**config.mk**
```make
export PLATFORM = sky130hd
export DESIGN_NAME = keypad_emulator
export DESIGN_NICKNAME = d
export VERILOG_FILES = /design/src/rtl/keypad_pkg.sv /design/src/rtl/keypad_key_decode.sv /design/src/rtl/keypad_emulator.sv
export SDC_FILE = /design/constraint.sdc
export NUM_CORES = 1
export LEC_CHECK = 0
export BUFFER_PORTS_ARGS = -buffer_cell sky130_fd_sc_hd__buf_2
export CORE_AREA = 5 5 80 82
export CTS_BUF_LIST = sky130_fd_sc_hd__clkbuf_8
export CTS_CLUSTER_SIZE = 24
export DETAILED_ROUTE_END_ITERATION = 8
export DIE_AREA = 0 0 85 87
export GPL_TIMING_DRIVEN = 0
export PLACE_DENSITY_LB_ADDON = 0.2
export SYNTH_ARGS = -nofsm -noshare
export SYNTH_HDL_FRONTEND = slang
export SYNTH_SLANG_ARGS = --single-unit
```
**constraint.sdc**
```tcl
create_clock -name clk -period 3.38 [get_ports clk]
set_input_delay 0.169 -clock clk [delete_from_list [all_inputs] [get_ports clk]]
set_output_delay 0.169 -clock clk [all_outputs]
set_load 0.03 [all_outputs]
```
**src/rtl/keypad_pkg.sv**
```systemverilog
// Shared definitions for the keypad emulator: key codes, FSM encoding and
// the key-code to (row, column) matrix decode.
package keypad_pkg;

    localparam logic [3:0] KEY_STAR = 4'hA;
    localparam logic [3:0] KEY_HASH = 4'hB;
    localparam logic [3:0] KEY_NONE = 4'hF;

    typedef enum logic [1:0] {
        ST_IDLE    = 2'd0,
        ST_BOUNCE  = 2'd1,
        ST_PRESS   = 2'd2,
        ST_RELEASE = 2'd3
    } state_e;

    typedef struct packed {
        logic       valid;
        logic [3:0] row_n;
        logic [2:0] col_n;
    } key_pos_t;

    // Both patterns are active-low one-hot; an invalid code yields all-high.
    function automatic key_pos_t key_decode(input logic [3:0] code);
        key_pos_t   pos;
        logic [1:0] r;
        logic [1:0] c;
        pos.valid = 1'b1;
        r = 2'd0;
        c = 2'd0;
        case (code)
            4'h1:     begin r = 2'd0; c = 2'd0; end
            4'h2:     begin r = 2'd0; c = 2'd1; end
            4'h3:     begin r = 2'd0; c = 2'd2; end
            4'h4:     begin r = 2'd1; c = 2'd0; end
            4'h5:     begin r = 2'd1; c = 2'd1; end
            4'h6:     begin r = 2'd1; c = 2'd2; end
            4'h7:     begin r = 2'd2; c = 2'd0; end
            4'h8:     begin r = 2'd2; c = 2'd1; end
            4'h9:     begin r = 2'd2; c = 2'd2; end
            KEY_STAR: begin r = 2'd3; c = 2'd0; end
            4'h0:     begin r = 2'd3; c = 2'd1; end
            KEY_HASH: begin r = 2'd3; c = 2'd2; end
            default:  pos.valid = 1'b0;
        endcase
        if (pos.valid) begin
            pos.row_n = ~(4'b0001 << r);
            pos.col_n = ~(3'b001 << c);
        end else begin
            pos.row_n = 4'b1111;
            pos.col_n = 3'b111;
        end
        return pos;
    endfunction

endpackage

```
**src/rtl/keypad_key_decode.sv**
```systemverilog
// Combinational key-code decode into active-low row/column patterns.
module keypad_key_decode
    import keypad_pkg::*;
(
    input  logic [3:0] key_code,
    output logic [2:0] col_n,
    output logic [3:0] row_n,
    output logic       valid
);

    key_pos_t pos_s;

    assign pos_s = key_decode(key_code);
    assign col_n = pos_s.col_n;
    assign row_n = pos_s.row_n;
    assign valid = pos_s.valid;

endmodule

```
**src/rtl/keypad_emulator.sv**
```systemverilog
// Emulates one key of a 3x4 matrix keypad being pressed, bounced and
// released, answering the scanner's column strobes on the row lines.
module keypad_emulator
    import keypad_pkg::*;
#(
    parameter int HOLD_SCANS    = 4,
    parameter int BOUNCE_SCANS  = 0,
    parameter int RELEASE_SCANS = 2,
    parameter int TIMEOUT_CYC   = 65535
) (
    input  logic       clk,
    input  logic       rst,
    input  logic [3:0] key_code,
    input  logic       press_req,
    input  logic [2:0] column,
    output logic [3:0] row,
    output logic       busy,
    output logic       done,
    output logic       err
);

    state_e      state_q, state_d;
    logic [2:0]  key_col_q, key_col_d;
    logic [3:0]  key_row_q, key_row_d;
    logic [3:0]  cnt_q, cnt_d;
    logic [15:0] wd_q, wd_d;
    logic [2:0]  col_q, col_prev_q;
    logic [3:0]  row_q, row_d;
    logic        busy_q, busy_d;
    logic        done_q, done_d;
    logic        err_q, err_d;

    logic [2:0]  dec_col_n_s;
    logic [3:0]  dec_row_n_s;
    logic        dec_valid_s;
    logic        scan_ev_s;
    logic        key_on_s;
    logic [3:0]  cnt_inc_s;
    logic [15:0] wd_inc_s;
    logic [3:0]  limit_s;

    keypad_key_decode u_decode (
        .key_code (key_code),
        .col_n    (dec_col_n_s),
        .row_n    (dec_row_n_s),
        .valid    (dec_valid_s)
    );

    always_comb begin
        state_d   = state_q;
        key_col_d = key_col_q;
        key_row_d = key_row_q;
        cnt_d     = cnt_q;
        wd_d      = wd_q;
        busy_d    = busy_q;
        done_d    = 1'b0;
        err_d     = 1'b0;

        // One event per scan: the latched key's column line going low.
        scan_ev_s = |(col_prev_q & ~col_q & ~key_col_q);
        key_on_s  = (state_q == ST_PRESS) || ((state_q == ST_BOUNCE) && !cnt_q[0]);
        row_d     = (key_on_s && (column == key_col_q)) ? key_row_q : 4'b1111;
        cnt_inc_s = (cnt_q == 4'hF) ? cnt_q : cnt_q + 4'd1;
        wd_inc_s  = (wd_q == 16'hFFFF) ? wd_q : wd_q + 16'd1;

        case (state_q)
            ST_BOUNCE: limit_s = 4'(BOUNCE_SCANS);
            ST_PRESS:  limit_s = 4'(HOLD_SCANS);
            default:   limit_s = 4'(RELEASE_SCANS);
        endcase

        case (state_q)
            ST_IDLE: begin
                cnt_d = 4'd0;
                wd_d  = 16'd0;
                if (press_req && dec_valid_s) begin
                    key_col_d = dec_col_n_s;
                    key_row_d = dec_row_n_s;
                    busy_d    = 1'b1;
                    state_d   = (BOUNCE_SCANS == 0) ? ST_PRESS : ST_BOUNCE;
                end else if (press_req) begin
                    err_d = 1'b1;
                end else begin
                    busy_d = 1'b0;
                end
            end
            ST_BOUNCE, ST_PRESS, ST_RELEASE: begin
                if (scan_ev_s) begin
                    wd_d  = 16'd0;
                    cnt_d = cnt_inc_s;
                    if (cnt_inc_s == limit_s) begin
                        cnt_d = 4'd0;
                        case (state_q)
                            ST_BOUNCE: state_d = ST_PRESS;
                            ST_PRESS:  state_d = ST_RELEASE;
                            default: begin
                                state_d = ST_IDLE;
                                done_d  = 1'b1;
                                busy_d  = 1'b0;
                            end
                        endcase
                    end else begin
                        state_d = state_q;
                    end
                end else begin
                    wd_d = wd_inc_s;
                    if (wd_inc_s == 16'(TIMEOUT_CYC)) begin
                        err_d   = 1'b1;
                        busy_d  = 1'b0;
                        row_d   = 4'b1111;
                        state_d = ST_IDLE;
                    end else begin
                        state_d = state_q;
                    end
                end
            end
            default: begin
                state_d = ST_IDLE;
                busy_d  = 1'b0;
            end
        endcase
    end

    // Reset forces the rows open immediately, even mid-press.
    always_ff @(posedge clk or posedge rst) begin
        if (rst) begin
            state_q    <= ST_IDLE;
            key_col_q  <= 3'b111;
            key_row_q  <= 4'b1111;
            cnt_q      <= 4'd0;
            wd_q       <= 16'd0;
            col_q      <= 3'b111;
            col_prev_q <= 3'b111;
            row_q      <= 4'b1111;
            busy_q     <= 1'b0;
            done_q     <= 1'b0;
            err_q      <= 1'b0;
        end else begin
            state_q    <= state_d;
            key_col_q  <= key_col_d;
            key_row_q  <= key_row_d;
            cnt_q      <= cnt_d;
            wd_q       <= wd_d;
            col_q      <= column;
            col_prev_q <= col_q;
            row_q      <= row_d;
            busy_q     <= busy_d;
            done_q     <= done_d;
            err_q      <= err_d;
        end
    end

    assign row  = row_q;
    assign busy = busy_q;
    assign done = done_q;
    assign err  = err_q;

endmodule

```
### Word-level counts from Yosys, hierarchy flattened

Index checks and enable logic that the tools add are counted.
Widths: inputs -> output; s select.

* $add $sub $neg: 2
* equal/unequal tests: 25
* shift operators: 2
* multiplexer cells: 38
* bitwise operators: 6
* reduce and logical (&&, ||, !) cells: 19

Operators by type and width (count)
* $eq 16x16->1 const B: 2
* $mux 16: 2
* $pmux 16 s2: 1
* $mux 4: 7
* $eq 4x4->1 const B: 5
* $add 16x1->16 const B: 1
* $eq 4x3->1 const B: 4
* $mux 1: 15
* $reduce_or 3->1: 5
* $ne 3x3->1 const B: 4
* $pmux 2 s2: 3
* $reduce_or 12->1: 1
* $not 3->3: 3
* $eq 4x2->1 const B: 2
* $mux 2: 4
* $pmux 4 s2: 1
* $reduce_or 4->1: 2
* $mux 7: 1
* $and 3x3->3: 2
* $pmux 2 s3: 1
* $pmux 3 s2: 1
* $add 4x1->4 const B: 1
* $eq 2x2->1 const B: 2
* $eq 4x1->1 const B: 1
* other kinds (17): 21

* register bits after elaboration: 42
* input port bits: 10
* output and inout port bits: 7
* logic and storage cells: 103

### Logic depth before layout (Yosys ltp)

* depth after elaboration: 8
* gate-level depth with buffers: 10
* mapped depth without buffers: 9

### By module

Synthesis repeated with hierarchy kept, for this count alone.

* cell total of the unflattened synthesis: 254
* area total of the unflattened synthesis: 2481.1 um^2

Modules (own cells, without submodules)
* keypad_emulator: times used 1, cells an instance 228, area each 2308.5 um^2, sequential area each 1072.3 um^2
* keypad_key_decode: times used 1, cells an instance 26, area each 172.7 um^2, sequential area each 0.0 um^2

### Least setup slack after synthesis

OpenSTA, ideal clock, no wires.

* path type: register -> register
* start: reg wd_q[0]
* end: reg state_q[0]
* setup time: 0.124 ns
* data arrival time: 2.072 ns
* path slack: 1.184 ns
* stages on the path, launching flop included: 10
* path buffers: 1
* clock period less this slack: 2.196 ns
* path through: dfrtp_1 -> ha_1 -> and3_1 -> buf_4 -> a31oi_1 -> a2111oi_2 -> nand3_2 -> a211oi_2 -> a21oi_1 -> o21bai_1

* cells in the longest elaborated chain, start to end: 5
* elaborated cells on any way between the ends: 6
* those cells by class: 1 x add/sub; 3 x eq/ne; 1 x mux; 1 x reduce/logical

RTL lines
* start: declaration: line keypad_emulator.sv:26 `logic [15:0] wd_q, wd_d;`
* start signal: assignment: line keypad_emulator.sv:143 `wd_q <= wd_d;`
* $add 16x1->16 / $eq 16x16->1 (equally long branches): line keypad_emulator.sv:64 `wd_inc_s = (wd_q == 16'hFFFF) ? wd_q : wd_q + 16'd1;`
* $mux 16 (*): line keypad_emulator.sv:64
* $eq 16x16->1 (*): line keypad_emulator.sv:107 `if (wd_inc_s == 16'(TIMEOUT_CYC)) begin`
* $ne 3x3->1 (no line) (*)
* $reduce_and 3->1 (no line) (*)
* end signal: assignment: line keypad_emulator.sv:139 `state_q <= state_d;`
* end: declaration: line keypad_emulator.sv:22 `state_e state_q, state_d;`

Mark *: on every way between the ends. The rest lies on a longest branch, timed or not.
A chain may end at the register's enable or synchronous reset.

### Worst setup path after layout

Ends and elaborated chain as after synthesis.

==> impl_metrics.ini <==
[clock_tree]
cts_tree = yes
htree_levels = 2
ctsLongestPathBuffers = 2
clk_pin_slew_worst_paths_ns = 0.09
post_cts_buffers = 0
numCtsBuffers = 5
root_buffer = clkbuf_8
cts.sinks = 42
clock_latency_ns = 0.29

[timing]
slew_headroom_pct = 41.71
max_clock_freq_mhz = 382.0
skew_ns = 0.004462
drv_slew = 0
hold_viol_final = 0
setup_violations = 0
setup-tns-final_ns = 0
fin_crit_ns = 2.618
fin_crit_sh_pct = 77.45
rsz0062_at_grt = no
worstMarginPinSlew_ns = 0.8730

[global_routing]
use_met1_pct = 20.17
grt-ovfl-total = 0
grt_pass1_wl_um = 9156
use_met3_pct = 3.406
first_global_vias = 1984
met2_usage_pct = 25.56
grt.busiest_layer = met2
grt_max_degree = 43
antenna_found_initial = 0
gr-usage-all-layers_pct = 15.49

[logic_synthesis]
synth_seq_area_share_pct = 44.04
synth_edf_count = 0
synth_area_leaders = dfrtp_1 26%, dfstp_2 18%, nand2_1 4.6%
synthArstFlopShare_pct = 100.0
synthesis.area_um2 = 2435
yosys_warnings = 0
synth_fp_nets = 278
synth_top_area_share_pct = 25.69
synth_cells = 262
synth.distinct_cells = 58
syn_avg_cell_area_um2 = 9.293
synth_ff_type = dfrtp_1
yosys.area.top_type = dfrtp_1
synth-seq-cells = 42

[route]
drc = 0
via_count = 1991
avgRoutedWirePerCell_um = 14.85
dr.first_iter.drc_count = 92
ant_nets = 0
routed_wl_um = 5361
routed_via_density = 5.515
drtPass1Iterations = 4

[worst_setup_path]
critPathBufInv = 0
worstPathCellList = ha_1 > nand3_1 > nor4_4 > nor3_1 > o41a_1 > a211oi_2 > a21oi_1 > o21bai_1
worstPathRequired_ns = 3.56
worstSetupStartpointType = flip-flop
r2r_start = wd_q[0]
ff2ff_setup_slack_ns = 0.76
path_delay_family = simple AND/OR/NAND/NOR gates
path_class = reg2reg
slowest_delay_ns = 0.55
slowest_stage = nor4_4
cp.arrival_ns = 2.80
reg2reg_depth = 8
critPathCaptureType = flip-flop
cp_max_fo = 8
regToRegEndpoint = state_q[0]

[die]
coreArea_um2 = 5675
initial_utilization_pct = 42.90
ioPinCount = 17
rows = 28
die_y_um = 87
design.die.area_um2 = 7395
die_w_um = 85

[power_and_ir_drop]
p_per_area_nw_per_um2 = 637.7
vdd_drop_max_mv = 0.3744
leakagePower_nw = 1.156
fin_total_pwr_w = 0.001745

[job]
max-cap-violations = 0

[final_layout]
fin_util_pct = 48.21
n_antenna_cell = 0
drive_gt1_share_pct = 19.93
stdcell_area_um2 = 2736
area_growth_pct = 12.38
nNetsFinal = 301

[placed_design]
portBuffers = 13
dp_hpwl_um = 3932
placed_cell_area_um2 = 2594
gp_congestion = 0.8152

[hold_path]
min_path_type = in2async

[status]
outcome = finished, final reports clean
[worst register-to-register path: stages (launching register included)]
cell and delay, ns:
dfrtp_1 0.51, ha_1 0.26, nand3_1 0.30, nor4_4 0.55, nor3_1 0.13, o41a_1 0.15
a211oi_2 0.32, a21oi_1 0.10, o21bai_1 0.17
[metal layers]
| layer | share of wire (%) | vias up |
|---|---|---|
| met5 | 0 | - |
| met4 | 1.1 | 0 |
| met3 | 3.8 | 5 |
| met2 | 48 | 34 |
| met1 | 47 | 968 |
| li1 | - | 984 |
[state kept, by name, summed over array words and instances (netlist names)]
register    count
wd_q           16
state_q         2
col_prev_q      3
busy            1
key_row_q       4
col_q           3
key_col_q       3
row             4
done            1
cnt_q           4
err             1
[Yosys cell counts (all sizes together) (6+ instances only)]
master   n
nand2   30
inv     11
ha       6
nand3   11
nor3     8
nor2    31
a21oi   18
xor2     6
a31oi    8
dfstp   17
o21ai   10
or2      6
xnor2   10
dfrtp   25
clkbuf   6
[layout by cell type, fill, tap and decap left out, types with 3 or more instances in the layout]
| cell | n |
|---|---|
| a211oi_1 | 3 |
| a21oi_1 | 18 |
| a31oi_1 | 8 |
| and3_1 | 3 |
| and4_1 | 3 |
| buf_2 | 15 |
| clkbuf_1 | 6 |
| clkbuf_8 | 5 |
| dfrtp_1 | 25 |
| dfstp_2 | 17 |
| dlygate4sd3_1 | 3 |
| ha_1 | 6 |
| inv_1 | 9 |
| nand2_1 | 30 |
| nand2b_1 | 3 |
| nand3_1 | 10 |
| nor2_1 | 30 |
| nor3_1 | 8 |
| nor3b_1 | 3 |
| o21ai_0 | 10 |
| or2_1 | 4 |
| xnor2_1 | 10 |
| xor2_1 | 6 |
[layout make-up]
type	instances	area [µm²]
Fill cell	592	2939
Multi-Input combinational cell	198	1274
Sequential cell	42	1072
Timing Repair Buffer	16	95.09
Tap cell	75	93.84
Clock buffer	5	68.82
Buffer	11	47.55
Clock inverter	3	43.79
Inverter	11	41.29
[cells by family after synthesis]
logic type,count (synthesis),synth area share [%]
AO/OA/AOI/OAI,62,17.32
flip-flops,42,44.04
XOR/XNOR,16,5.755
multiplexers,3,1.285
AND/OR/NAND/NOR,111,24.87
adder cells (fa/ha/maj),6,3.083
buffers and inverters,22,3.649
[power by group]
part	total [W]	internal [W]	switching, W
clock	0.000405	0.000222	0.000183
sequential	0.000734	0.000644	0.0000902
combinational	0.000606	0.000234	0.000372
[timing repair]
item	4_1_cts	5_1_grt
hold buffers	3	0
resized for setup	0	0
hold endpoints to repair	3	0
[how the worst max path moves through the flow]
stage	startpoint	end	depth (start not counted)
2_1_floorplan	wd_q[0]	state_q[0]	9
3_3_place_gp	wd_q[0]	state_q[0]	8
3_5_place_dp	wd_q[0]	state_q[0]	8
4_1_cts	wd_q[0]	state_q[0]	8
5_1_grt	wd_q[0]	state_q[0]	8
6_report	wd_q[0]	state_q[0]	8
[stage by stage]
step | hold slack [ns] | instances | worst slack (ns)
3_5_place_dp | 0.2943 | 350 | 0.8052
5_1_grt | 0.1417 | 361 | 0.5022
3_3_place_gp | 0.2914 | 350 | 0.8331
4_1_cts | 0.09022 | 361 | 0.7742
2_1_floorplan | 0.1735 | 262 | 1.184
6_report | 0.05131 | 361 | 0.7622
Power figures use the tool's default switching activity.
